**config.mk**
```make
export PLATFORM = sky130hd
export DESIGN_NAME = ioconfig_ctrl_flat
export DESIGN_NICKNAME = d
export VERILOG_FILES = /design/src/rtl/ioconfig_ctrl_pkg.sv /design/src/rtl/ioconfig_ctrl_if.sv /design/src/rtl/ioconfig_shreg.sv /design/src/rtl/ioconfig_ctrl.sv /design/src/flat_wrapper.sv
export SDC_FILE = /design/constraint.sdc
export NUM_CORES = 1
export LEC_CHECK = 0
export CAP_MARGIN = 40
export CORE_UTILIZATION = 58
export CTS_CLUSTER_DIAMETER = 60
export DETAILED_ROUTE_END_ITERATION = 16
export GPL_TIMING_DRIVEN = 1
export PLACE_DENSITY = 0.84
export SYNTH_ARGS = -nofsm -noshare
export SYNTH_HDL_FRONTEND = slang
export SYNTH_SLANG_ARGS = --single-unit
```
**constraint.sdc**
```tcl
create_clock -name IOCLK -period 3.3 [get_ports IOCLK]
set_input_delay 0.495 -clock IOCLK [delete_from_list [all_inputs] [get_ports IOCLK]]
set_output_delay 0.495 -clock IOCLK [all_outputs]
set_load 0.01 [all_outputs]
```
**src/rtl/ioconfig_ctrl_pkg.sv**
```systemverilog
// Shared types for the I/O-block configuration sequencer.
// Optional readback path: IOCFG_READBACK_EN.
package ioblock_cfg_pkg;

  localparam int CFG_BITS_PER_IO = 3;

  typedef logic [1:0] tsmux_t;

  localparam tsmux_t TS_OFF  = 2'b00;
  localparam tsmux_t TS_CTRL = 2'b01;
  localparam tsmux_t TS_DRV  = 2'b11;

  typedef enum logic [1:0] {
    IDLE,
    SHIFT,
    CHECK,
    COMMIT
  } cfg_state_e;

endpackage

```
**src/rtl/ioconfig_ctrl_if.sv**
```systemverilog
// Serial config handshake plus live I/O-block control outputs.
// CFG_DOUT exists only with IOCFG_READBACK_EN.
interface ioconfig_ctrl_if #(
  parameter int NUM_IO = 8
);
  logic                  CFG_START;
  logic                  CFG_DIN;
  logic                  CFG_VALID;
  logic                  CFG_READY;
  logic                  CFG_BUSY;
  logic                  CFG_DONE;
  logic                  CFG_ERR;
  logic [2*NUM_IO-1:0]   TSMUX_O;
  logic [NUM_IO-1:0]     DORREG_O;
`ifdef IOCFG_READBACK_EN
  logic                  CFG_DOUT;
`endif

  modport master (
    output CFG_START, CFG_DIN, CFG_VALID,
`ifdef IOCFG_READBACK_EN
    input  CFG_DOUT,
`endif
    input  CFG_READY, CFG_BUSY, CFG_DONE, CFG_ERR,
    input  TSMUX_O, DORREG_O
  );

  modport slave (
    input  CFG_START, CFG_DIN, CFG_VALID,
`ifdef IOCFG_READBACK_EN
    output CFG_DOUT,
`endif
    output CFG_READY, CFG_BUSY, CFG_DONE, CFG_ERR,
    output TSMUX_O, DORREG_O
  );
endinterface

```
**src/rtl/ioconfig_shreg.sv**
```systemverilog
// Frame shadow shift register with bit counter and running parity.
// last_o flags that the next accepted bit completes the frame.
module ioconfig_shreg #(
  parameter int W = 24
) (
  input  logic         clk,
  input  logic         rst_n,
  input  logic         clr_i,
  input  logic         shift_en_i,
  input  logic         din_i,
  output logic [W-1:0] data_o,
  output logic         last_o,
  output logic         parity_o
);
  localparam int CW = $clog2(W+1);

  logic [W-1:0]  data_q;
  logic [CW-1:0] cnt_q;
  logic          par_q;

  always_ff @(posedge clk or negedge rst_n) begin
    if (!rst_n) begin
      data_q <= '0;
      cnt_q  <= '0;
      par_q  <= 1'b0;
    end else if (clr_i) begin
      cnt_q  <= '0;
      par_q  <= 1'b0;
    end else if (shift_en_i) begin
      data_q <= {data_q[W-2:0], din_i};
      cnt_q  <= cnt_q + 1'b1;
      par_q  <= par_q ^ din_i;
    end
  end

  assign data_o   = data_q;
  assign last_o   = (cnt_q == CW'(W-1));
  assign parity_o = par_q;
endmodule

```
**src/rtl/ioconfig_ctrl.sv**
```systemverilog
// Config sequencer: serial frame in, even parity check, atomic commit.
// IOCFG_READBACK_EN adds CFG_DOUT streaming out the old config.
module ioconfig_ctrl
  import ioblock_cfg_pkg::*;
#(
  parameter int NUM_IO = 8
) (
  input  logic IOCLK,
  input  logic RST_N,
  ioconfig_ctrl_if.slave cfg
);
  localparam int FB = CFG_BITS_PER_IO * NUM_IO;

  cfg_state_e          state_q, state_d;
  logic                err_q, err_d;
  logic                done_q, done_d;
  logic [2*NUM_IO-1:0] ts_q, ts_new;
  logic [NUM_IO-1:0]   dor_q, dor_new;
  logic [FB-1:0]       shadow;
  logic                last, par;
  logic                accept, clr, shift_en, commit, rb_load;

  assign cfg.CFG_READY = (state_q == SHIFT) || (state_q == CHECK);
  assign cfg.CFG_BUSY  = (state_q != IDLE);
  assign accept        = cfg.CFG_VALID && cfg.CFG_READY;

  ioconfig_shreg #(.W(FB)) u_shreg (
    .clk        (IOCLK),
    .rst_n      (RST_N),
    .clr_i      (clr),
    .shift_en_i (shift_en),
    .din_i      (cfg.CFG_DIN),
    .data_o     (shadow),
    .last_o     (last),
    .parity_o   (par)
  );

  always_comb begin
    state_d  = state_q;
    err_d    = err_q;
    done_d   = 1'b0;
    clr      = 1'b0;
    shift_en = 1'b0;
    commit   = 1'b0;
    rb_load  = 1'b0;
    unique case (state_q)
      IDLE: if (cfg.CFG_START) begin
        state_d = SHIFT;
        err_d   = 1'b0;
        clr     = 1'b1;
        rb_load = 1'b1;
      end
      SHIFT: if (accept) begin
        shift_en = 1'b1;
        if (last) state_d = CHECK;
      end
      CHECK: if (accept) begin
        if (par ^ cfg.CFG_DIN) begin
          err_d   = 1'b1;
          state_d = IDLE;
        end else begin
          state_d = COMMIT;
        end
      end
      COMMIT: begin
        state_d = IDLE;
        done_d  = 1'b1;
        commit  = 1'b1;
      end
      default: state_d = IDLE;
    endcase
  end

  always_comb begin
    ts_new  = '0;
    dor_new = '0;
    for (int i = 0; i < NUM_IO; i++) begin
      ts_new[2*i +: 2] = shadow[3*i+1 +: 2];
      dor_new[i]       = shadow[3*i];
    end
  end

  always_ff @(posedge IOCLK or negedge RST_N) begin
    if (!RST_N) begin
      state_q <= IDLE;
      err_q   <= 1'b0;
      done_q  <= 1'b0;
      ts_q    <= {NUM_IO{TS_OFF}};
      dor_q   <= '0;
    end else begin
      state_q <= state_d;
      err_q   <= err_d;
      done_q  <= done_d;
      if (commit) begin
        ts_q  <= ts_new;
        dor_q <= dor_new;
      end
    end
  end

  assign cfg.CFG_DONE = done_q;
  assign cfg.CFG_ERR  = err_q;
  assign cfg.TSMUX_O  = ts_q;
  assign cfg.DORREG_O = dor_q;

`ifdef IOCFG_READBACK_EN
  logic [FB-1:0] rb_q, rb_pack;

  always_comb begin
    rb_pack = '0;
    for (int i = 0; i < NUM_IO; i++) begin
      rb_pack[3*i+1 +: 2] = ts_q[2*i +: 2];
      rb_pack[3*i]        = dor_q[i];
    end
  end

  always_ff @(posedge IOCLK or negedge RST_N) begin
    if (!RST_N)        rb_q <= '0;
    else if (rb_load)  rb_q <= rb_pack;
    else if (shift_en) rb_q <= {rb_q[FB-2:0], 1'b0};
  end

  assign cfg.CFG_DOUT = (state_q == SHIFT) ? rb_q[FB-1] : 1'b0;
`else
  logic unused_rb;
  assign unused_rb = rb_load;
`endif
endmodule
```
**src/flat_wrapper.sv**
```systemverilog
// flat-port wrapper written by rule: the top's interface ports become plain ports
module ioconfig_ctrl_flat import ioblock_cfg_pkg::*;
#(
  parameter int NUM_IO = 8
)
  (IOCLK, RST_N, cfg_CFG_START, cfg_CFG_DIN, cfg_CFG_VALID, cfg_CFG_READY, cfg_CFG_BUSY, cfg_CFG_DONE, cfg_CFG_ERR, cfg_TSMUX_O, cfg_DORREG_O);
  ioconfig_ctrl_if #(.NUM_IO(NUM_IO)) cfg_i ();
  input  logic IOCLK;
  input  logic RST_N;
  input wire logic [$bits(cfg_i.CFG_START)-1:0] cfg_CFG_START;
  input wire logic [$bits(cfg_i.CFG_DIN)-1:0] cfg_CFG_DIN;
  input wire logic [$bits(cfg_i.CFG_VALID)-1:0] cfg_CFG_VALID;
  output wire logic [$bits(cfg_i.CFG_READY)-1:0] cfg_CFG_READY;
  output wire logic [$bits(cfg_i.CFG_BUSY)-1:0] cfg_CFG_BUSY;
  output wire logic [$bits(cfg_i.CFG_DONE)-1:0] cfg_CFG_DONE;
  output wire logic [$bits(cfg_i.CFG_ERR)-1:0] cfg_CFG_ERR;
  output wire logic [$bits(cfg_i.TSMUX_O)-1:0] cfg_TSMUX_O;
  output wire logic [$bits(cfg_i.DORREG_O)-1:0] cfg_DORREG_O;
  assign cfg_i.CFG_START = cfg_CFG_START;
  assign cfg_i.CFG_DIN = cfg_CFG_DIN;
  assign cfg_i.CFG_VALID = cfg_CFG_VALID;
  assign cfg_CFG_READY = cfg_i.CFG_READY;
  assign cfg_CFG_BUSY = cfg_i.CFG_BUSY;
  assign cfg_CFG_DONE = cfg_i.CFG_DONE;
  assign cfg_CFG_ERR = cfg_i.CFG_ERR;
  assign cfg_TSMUX_O = cfg_i.TSMUX_O;
  assign cfg_DORREG_O = cfg_i.DORREG_O;
  ioconfig_ctrl #(.NUM_IO(NUM_IO)) u_core (.IOCLK(IOCLK), .RST_N(RST_N), .cfg(cfg_i));
endmodule
```
==> metrics.md, run 1 <==
| Metric | Value |
|---|---|
| Outcome | completed |
| Cts bufs inserted | 9 |
| Routed Wire Length | 4.14 mm |
| Most frequent cells in the layout | 58 x dfrtp_1, 31 x clkdlybuf4s50_1, 28 x mux2_2 |
| Largest net degree at the start of global routing | 38 |
| Worst Setup End Kind | output pin |
| Initial Utilization | 60.9% |
| R2r setup slk | 1250 ps |
| Grt total ovfl | 0 |
| Row Count | 23 |
| RSZ-0062 raised after global routing | false |
| Worst R2R Start | u_core.state_q[1] |
| Syn nets | 168 |
| # diodes | 0 |
| Final Slew Violations | 0 |
| Post-synthesis cell area | 2450 um^2 |
| Reg clk slew, reported paths | 60 ps |
| Synth warn | 0 |
| FF+latch count, synth | 58 |
| Number of global-route vias before repair | 1,347 |
| Tmin final | 2210 ps |
| Layout area overhead | 21.5% |
| CTS H-Tree Depth | 3 |
| Worst Max-Slew Pin Slew | 570 ps |
| Worst Path Required | 2800 ps |
| Post-Route Skew | 4.02 ps |
| Ys async rst share | 100% |
| Ys flop type | dfrtp_1 |
| Share of cells above drive strength 1 | 34.3% |
| Hold Path Depth | 1 |
| TritonRoute pass-1 iters | 4 |
| Total track usage | 22.4% |
| Setup TNS | 0 ps |
| Top cells by area, synth | dfrtp_1 59%, mux2_2 13%, mux2_4 12%, ha_1 3.1%, buf_12 1.6% |
| Max Cap Viol | 0 |
| Synthesized area per cell | 15.6 um^2 |
| Worst-Skew Late Latency | 330 ps |
| DRT antenna net count | 0 |
| Rel. slew slack | 62.0% |
| Via count | 1,357 |
| Yosys top cell by area | dfrtp_1 |
| Core outline area | 4030 um^2 |
| Min-delay src | u_core.cfg.TSMUX_O[5] |
| CTS Sinks | 58 |
| CP max FO | 5 |
| Leak | 0.00150 uW |
| Synth cell types | 25 |
| Clock root cell | clkbuf_8 |
| First DRT Iteration DRCs | 59 |
| Tightest Hold Check Type | reg2reg |
| RD Place Congestion | 0.689 |
| EDFF count, synth | 0 |
| Post-Synthesis Cells | 157 |
| Die X | 67.0 um |
| Commonest non-fill, non-tap cell in the layout | dfrtp_1 |
| Final net count | 208 |
| Post-DP HPWL | 2.85 mm |
| Final Worst Setup Slack | 1090 ps |
| Crit path kind | reg2out |
| CP arrival | 1710 ps |
| Worst reg2reg path endpoint | u_core.u_shreg.data_o[22] |
| Final setup violation count | 0 |
| Port Buffer Count | 32 |
| Sequential-to-total area share from yosys stat | 59.2% |
| R2r worst-path depth | 5 |
| Worst hold slack | 504 ps |
| DRC viols | 0 |
| Final hold vios | 0 |
| Power Dens Cells | 738 nW/um^2 |
| Synth top area share | 59.2% |
| CP startpoint kind | register |
| Dpl ws | 1100 ps |
| Antenna violations before repair | 0 |
| Min-Delay Endpoint | u_core.cfg.TSMUX_O[5] |
| Period utilisation layout | 66.9% |
| Max IR drop VDD | 0.522 mV |
| First-pass GRT wire length | 6.78 mm |
| Vias/cell | 5.41 |
| Wirelength per Cell | 16.5 um |
| Io pins | 33 |
| Total die area | 4490 um^2 |
| Die H | 67.0 um |
| Max Freq | 453 MHz |
| TritonCTS clock tree | built |
| PostCTS Resize Cnt | 0 |
| CTS Buffer Depth | 2 |
worst max-delay path: stages (launching register included):
cell             delay (ps)
dfrtp_1                 430
inv_1                   110
ha_1                    310
clkdlybuf4s50_1         540
worst max-delay path by stage:
stage | depth (start not counted) | start | end
after floorplan | 8 | u_core.state_q[0] | u_core.u_shreg.data_o[10]
after global placement | 4 | cfg_CFG_VALID | u_core.u_shreg.data_o[21]
after detailed placement | 4 | cfg_CFG_VALID | u_core.u_shreg.data_o[5]
after CTS | 3 | u_core.state_q[1] | cfg_CFG_READY
after global routing | 3 | u_core.state_q[1] | cfg_CFG_READY
final | 3 | u_core.state_q[1] | cfg_CFG_READY
registers in the layout, indices dropped and copies added (netlist names):
register,count
u_core.cfg.CFG_DONE,1
u_core.cfg.CFG_ERR,1
u_core.u_shreg.parity_o,1
u_core.state_q,2
u_core.cfg.TSMUX_O,16
u_core.u_shreg.cnt_q,5
u_core.u_shreg.data_o,24
u_core.cfg.DORREG_O,8
cell families after synthesis:
family,after synthesis,synth area share (%)
multiplexers,49,25.5
buffers and inverters,12,3.93
flip-flops,58,59.2
AND/OR/NAND/NOR,21,4.69
AO/OA/AOI/OAI,5,1.53
XOR/XNOR,6,2.14
adder cells (fa/ha/maj),6,3.06
area by class of cell:
class / count / area [um^2]
fillers: 253 / 1050
repair buffers: 37 / 375
inverters: 4 / 15.0
well taps: 50 / 62.6
clock buffers: 12 / 155
clock inverters: 3 / 15.0
multi-input cells: 87 / 906
flip-flops and latches: 58 / 1450
stage by stage:
step	instances	utilization, %	total power (uW)	instance area [um^2]
after CTS	251	74.0	2220	2980
after global placement	233	68.6	1590	2770
after detailed placement	235	69.5	1650	2800
final	251	74.0	2200	2980
after floorplan	157	-	1420	2450
after global routing	251	74.0	2320	2980
report_power, final:
group          switching [uW]  leakage [uW]  internal (uW)
clock                     255     0.0000920            305
combinational             307      0.000619            394
sequential               97.3      0.000788            840
routing by layer:
layer | wire length, um | GRT usage [%] | up-vias
met5 | 0 | 0 | -
met4 | 138 | 16.0 | 0
met3 | 165 | 8.22 | 14
met2 | 2000 | 33.0 | 33
met1 | 1840 | 26.6 | 689
li1 | - | - | 621
Yosys cell counts (all sizes together), types with 2 or more instances:
cell	instances
xnor2	2
nand4	2
nand2	4
ha	6
mux2	48
o21ai	2
and3	2
nor2	7
dfrtp	58
xor2	4
inv	4
nand3	2
buf	7
timing repair:
item / CTS / global route
endpoints found under the hold margin: 3 / 0
buffers inserted: 0 / 0
hold buffers: 1 / 0
No activity file was read; power rests on OpenSTA's default activity.
==> run 2: changes to the inputs <==
--- a/config.mk
+++ b/config.mk
@@ -6,11 +6,11 @@
 export NUM_CORES = 1
 export LEC_CHECK = 0
 export CAP_MARGIN = 40
-export CORE_UTILIZATION = 58
+export CORE_UTILIZATION = 49
 export CTS_CLUSTER_DIAMETER = 60
 export DETAILED_ROUTE_END_ITERATION = 16
 export GPL_TIMING_DRIVEN = 1
-export PLACE_DENSITY = 0.84
+export PLACE_DENSITY = 0.75
 export SYNTH_ARGS = -nofsm -noshare
 export SYNTH_HDL_FRONTEND = slang
 export SYNTH_SLANG_ARGS = --single-unit
==> constraint.sdc (replaced) <==
create_clock -name IOCLK -period 1.9 [get_ports IOCLK]
set_input_delay 0.285 -clock IOCLK [delete_from_list [all_inputs] [get_ports IOCLK]]
set_output_delay 0.285 -clock IOCLK [all_outputs]
set_load 0.01 [all_outputs]
==> metrics.md, run 2 (synthesis results as in run 1) <==
| Metric | Value |
|---|---|
| RSZ-0062 raised after global routing | false |
| Commonest non-fill, non-tap cell in the layout | dfrtp_1 |
| Row Count | 25 |
| Worst-Skew Late Latency | 330 ps |
| Tmin final | 1720 ps |
| DRC viols | 0 |
| GRT Max-Usage Layer | met2 |
| RD Place Congestion | 0.755 |
| Layout area overhead | 26.8% |
| Die X | 72.8 um |
| CP max FO | 14 |
| DRT antenna net count | 0 |
| Period utilisation layout | 90.6% |
| Leak | 0.00155 uW |
| # diodes | 0 |
| Crit path kind | reg2reg |
| Final Slew Violations | 0 |
| CP startpoint kind | register |
| Cell Area, Placed | 2860 um^2 |
| Worst Path Required | 2110 ps |
| Via count | 1,351 |
| Max Freq | 581 MHz |
| Reg clk slew, reported paths | 60 ps |
| Most frequent cells in the layout | 58 x dfrtp_1, 29 x clkdlybuf4s50_1, 28 x mux2_2 |
| Grt total ovfl | 0 |
| Max IR drop VDD | 0.909 mV |
| Routed Wire Length | 4.03 mm |
| Met3 GRT Util | 6.63% |
| Clock root cell | clkbuf_8 |
| Cts bufs inserted | 9 |
| Io pins | 33 |
| Fill count | 335 |
| Rel. slew slack | 59.6% |
| Worst Max-Slew Pin Slew | 606 ps |
| Initial Utilization | 51.3% |
| Number of global-route vias before repair | 1,395 |
| CP max stage delay | 380 ps |
| Flip-flop count of the largest register after layout | 24 |
| CP Cell Sequence | inv_1 -> ha_2 -> and3_1 -> nand2b_4 -> buf_12 -> mux2_2 |
| Setup TNS | 0 ps |
| Share of cells above drive strength 1 | 36.3% |
| Tightest Hold Check Type | reg2reg |
| Final instance area | 3110 um^2 |
| Largest net degree at the start of global routing | 33 |
| R2r setup slk | 180 ps |
| Post-Route Skew | 5.97 ps |
| Crit-path leading delay family | flip-flops |
| Met1 usage | 22.8% |
| Antenna violations before repair | 0 |
| Wirelength per Cell | 14.9 um |
| Outcome | completed |
| Final setup violation count | 0 |
| Final net count | 211 |
| CTS Buffer Depth | 2 |
| Die H | 72.8 um |
| Core outline area | 4790 um^2 |
| TritonCTS clock tree | built |
| Vias/cell | 4.99 |
| Crit path buf inv count | 2 |
| Worst Setup End Kind | register |
| CTS Sinks | 58 |
| Post-DP HPWL | 2.74 mm |
| Total die area | 5290 um^2 |
| Routing usage on met2 | 27.4% |
| Port Buffer Count | 32 |
| First DRT Iteration DRCs | 74 |
| First-pass GRT wire length | 6.82 mm |
| Slowest-stage cell, CP | dfrtp_1 |
| Final hold vios | 0 |
| CTS H-Tree Depth | 3 |
| Power Dens Cells | 1330 nW/um^2 |
| Max Cap Viol | 0 |
| TritonRoute pass-1 iters | 4 |
| Total track usage | 18.1% |
| CP arrival | 1930 ps |
## run 2: cell types whose count changed in the layout (fill, tap and decap cells not counted), sizes merged
cell           previous run  this run
clkinv                    3         0
buf                       5         8
dlymetal6s2s              0         1
clkdlybuf4s50            31        29
dlygate4sd2               0         1
clkbuf                   12        14
bufinv                    0         1
## run 2: report_power, final
group          leakage [uW]  switching (uW)  internal (uW)
clock              0.000115             452            778
sequential         0.000788             144           1460
combinational      0.000652             557            756
## run 2: final cells by class
class,instances,area (um^2),share of cell area (%)
flip-flops and latches,58,1450,46.7
multi-input cells,87,908,29.2
repair buffers,40,429,13.8
clock buffers,14,193,6.19
well taps,67,83.8,2.70
clock inverters,1,30.0,0.965
inverters,4,15.0,0.483
## run 2: final timing paths
path / from / endpoint / cells after the start
min in group asynchronous: RST_N / u_core.cfg.TSMUX_O[4] / 2
hold / removal: u_core.cfg.DORREG_O[5] / u_core.cfg.DORREG_O[5] / 1
setup reg to reg: u_core.state_q[0] / u_core.u_shreg.data_o[2] / 6
max in group asynchronous: RST_N / u_core.u_shreg.parity_o / 3
setup / recovery: u_core.state_q[0] / u_core.u_shreg.data_o[2] / 6
hold reg to reg: u_core.cfg.DORREG_O[5] / u_core.cfg.DORREG_O[5] / 1
## run 2: timing repair
action,CTS,global route
hold endpoints to repair,26,0
hold buffers,1,0
gates resized for setup,2,1
buffers inserted,2,0
setup endpoints to repair,2,1
## run 2: layer usage
metal | up-vias | share of wire, %
met2 | 29 | 48
met4 | 0 | 1.9
li1 | 625 | -
met5 | - | 0
met3 | 7 | 3.8
met1 | 690 | 46
## run 2: through the flow
step / worst slack (ps) / instances / hold slack (ps) / utilization [%] / power (uW)
2_1_floorplan: 40.0 / 157 / -10.6 / - / 2470
3_3_place_gp: 171 / 253 / 317 / 59.7 / 2870
3_5_place_dp: 129 / 253 / 329 / 59.7 / 2930
4_1_cts: 15.9 / 271 / 509 / 64.9 / 4210
5_1_grt: 123 / 271 / 523 / 65.0 / 4380
6_report: 179 / 271 / 504 / 65.0 / 4150
==> run 3: changes to the inputs <==
--- a/config.mk
+++ b/config.mk
@@ -6,11 +6,11 @@
 export NUM_CORES = 1
 export LEC_CHECK = 0
 export CAP_MARGIN = 40
-export CORE_UTILIZATION = 49
+export CORE_UTILIZATION = 54
 export CTS_CLUSTER_DIAMETER = 60
 export DETAILED_ROUTE_END_ITERATION = 16
 export GPL_TIMING_DRIVEN = 1
-export PLACE_DENSITY = 0.75
+export PLACE_DENSITY = 0.79
 export SYNTH_ARGS = -nofsm -noshare
 export SYNTH_HDL_FRONTEND = slang
 export SYNTH_SLANG_ARGS = --single-unit
==> constraint.sdc (replaced) <==
create_clock -name IOCLK -period 1.8 [get_ports IOCLK]
set_input_delay 0.27 -clock IOCLK [delete_from_list [all_inputs] [get_ports IOCLK]]
set_output_delay 0.27 -clock IOCLK [all_outputs]
set_load 0.01 [all_outputs]
==> metrics.md, run 3 (synthesis results as in run 1) <==
| Metric | Value |
|---|---|
| TritonRoute pass-1 iters | 4 |
| Max IR drop VDD | 1.02 mV |
| Cell Area, Placed | 2870 um^2 |
| Antenna violations before repair | 0 |
| CP startpoint kind | register |
| Most frequent cells in the layout | 58 x dfrtp_1, 29 x clkdlybuf4s50_1, 28 x mux2_2 |
| CP arrival | 1930 ps |
| Post-DP HPWL | 2.92 mm |
| Core outline area | 4350 um^2 |
| Final Worst Setup Slack | 86.7 ps |
| DRC viols | 0 |
| Number of global-route vias before repair | 1,515 |
| Die X | 69.4 um |
| Wirelength per Cell | 15.7 um |
| Layout area overhead | 25.0% |
| Power Dens Cells | 1360 nW/um^2 |
| Worst Max-Slew Pin Slew | 387 ps |
| Port Buffer Count | 32 |
| Commonest non-fill, non-tap cell in the layout | dfrtp_1 |
| Largest net degree at the start of global routing | 28 |
| Initial Utilization | 56.4% |
| Crit path kind | reg2reg |
| # diodes | 0 |
| Worst reg2reg path endpoint | u_core.u_shreg.data_o[2] |
| Total track usage | 19.9% |
| Post-Route Skew | 2.97 ps |
| TritonCTS clock tree | built |
| CP max FO | 13 |
| Worst Setup End Kind | register |
| Tot Pwr | 4180 uW |
| Outcome | completed |
| First-pass GRT wire length | 7.18 mm |
| Tmin final | 1710 ps |
| Final instance area | 3070 um^2 |
| Row Count | 24 |
| CTS Buffer Depth | 2 |
| First DRT Iteration DRCs | 66 |
| Vias/cell | 5.22 |
| Io pins | 33 |
| Final net count | 214 |
| Max Freq | 584 MHz |
| Die H | 69.4 um |
| Period utilisation layout | 95.2% |
| RSZ-0062 raised after global routing | false |
| Worst R2R Start | u_core.state_q[0] |
| Setup TNS | 0 ps |
| DRT antenna net count | 0 |
| CTS Sinks | 58 |
| Reg clk slew, reported paths | 60 ps |
| Worst-Skew Late Latency | 330 ps |
| Clock root cell | clkbuf_8 |
| RD Place Congestion | 0.716 |
| Worst Path Required | 2010 ps |
| Leak | 0.00154 uW |
| Rel. slew slack | 74.2% |
| R2r setup slk | 90 ps |
| Final setup violation count | 0 |
| Via count | 1,357 |
| Share of cells above drive strength 1 | 37.0% |
| CTS H-Tree Depth | 3 |
| Final hold vios | 0 |
| Final Slew Violations | 0 |
| Tightest Hold Check Type | in2async |
| Flip-flop count of the largest register after layout | 24 |
| Total die area | 4820 um^2 |
| Cts bufs inserted | 9 |
| Grt total ovfl | 0 |
| Dpl ws | 40.6 ps |
| Routed Wire Length | 4.07 mm |
| R2r worst-path depth | 6 |
| Max Cap Viol | 0 |
-- run 3: changes by cell type in the layout (fill, tap and decap cells not counted), sizes merged --
cell / delta
dlygate4sd2: +1
buf: +3
bufinv: -1
dlymetal6s2s: -1
clkinv: +2
-- run 3: how the worst max path moves through the flow --
stage / depth (start not counted) / start / slack (ps) / to
finish: 6 / u_core.state_q[0] / 90 / u_core.u_shreg.data_o[2]
global route: 6 / u_core.state_q[0] / 30 / u_core.u_shreg.data_o[2]
CTS: 6 / u_core.state_q[0] / 90 / u_core.u_shreg.data_o[2]
detailed placement: 6 / u_core.state_q[0] / 40 / u_core.u_shreg.data_o[2]
global placement: 6 / u_core.state_q[0] / 130 / u_core.u_shreg.data_o[2]
floorplan: 8 / u_core.state_q[0] / 7 / u_core.u_shreg.data_o[10]
-- run 3: worst max-delay path: stages, from the launching register on --
cell and delay (ps):
dfrtp_1 390, buf_4 150, ha_1 210, and3_1 230
nand2b_4 120, buf_12 160, mux2_2 340
-- run 3: routing by layer --
metal / up-vias / global-route usage [%] / share of wire (%)
met2: 28 / 32.4 / 50
met5: - / 0 / 0
li1: 630 / - / -
met3: 9 / 6.25 / 3.7
met4: 0 / 10.2 / 2.2
met1: 690 / 23.9 / 44
-- run 3: cell type report --
cell class	instances	area (um^2)
fillers	300	1290
well taps	52	65.1
repair buffers	43	435
inverters	4	15.0
multi-input cells	87	918
clock buffers	14	173
flip-flops and latches	58	1450
clock inverters	2	10.0
-- run 3: stage by stage --
| stage | cells | hold slack, ps | util [%] |
|---|---|---|---|
| 2_1_floorplan | 157 | -25.6 | - |
| 3_3_place_gp | 242 | 215 | 65.9 |
| 3_5_place_dp | 242 | 219 | 65.9 |
| 4_1_cts | 260 | 400 | 70.5 |
| 5_1_grt | 260 | 433 | 70.5 |
| 6_report | 260 | 392 | 70.5 |
-- run 3: repair_timing --
action / 4_1_cts / 5_1_grt
hold buffers: 1 / 0
resized for setup: 3 / 0
hold endpoints to repair: 14 / 0
setup endpoints to repair: 2 / 0
buffers inserted: 1 / 0
-- run 3: power breakdown --
part	leakage [uW]	switching [uW]	internal, uW
logic	0.000659	609	807
registers	0.000788	153	1540
clock network	0.0000965	464	608
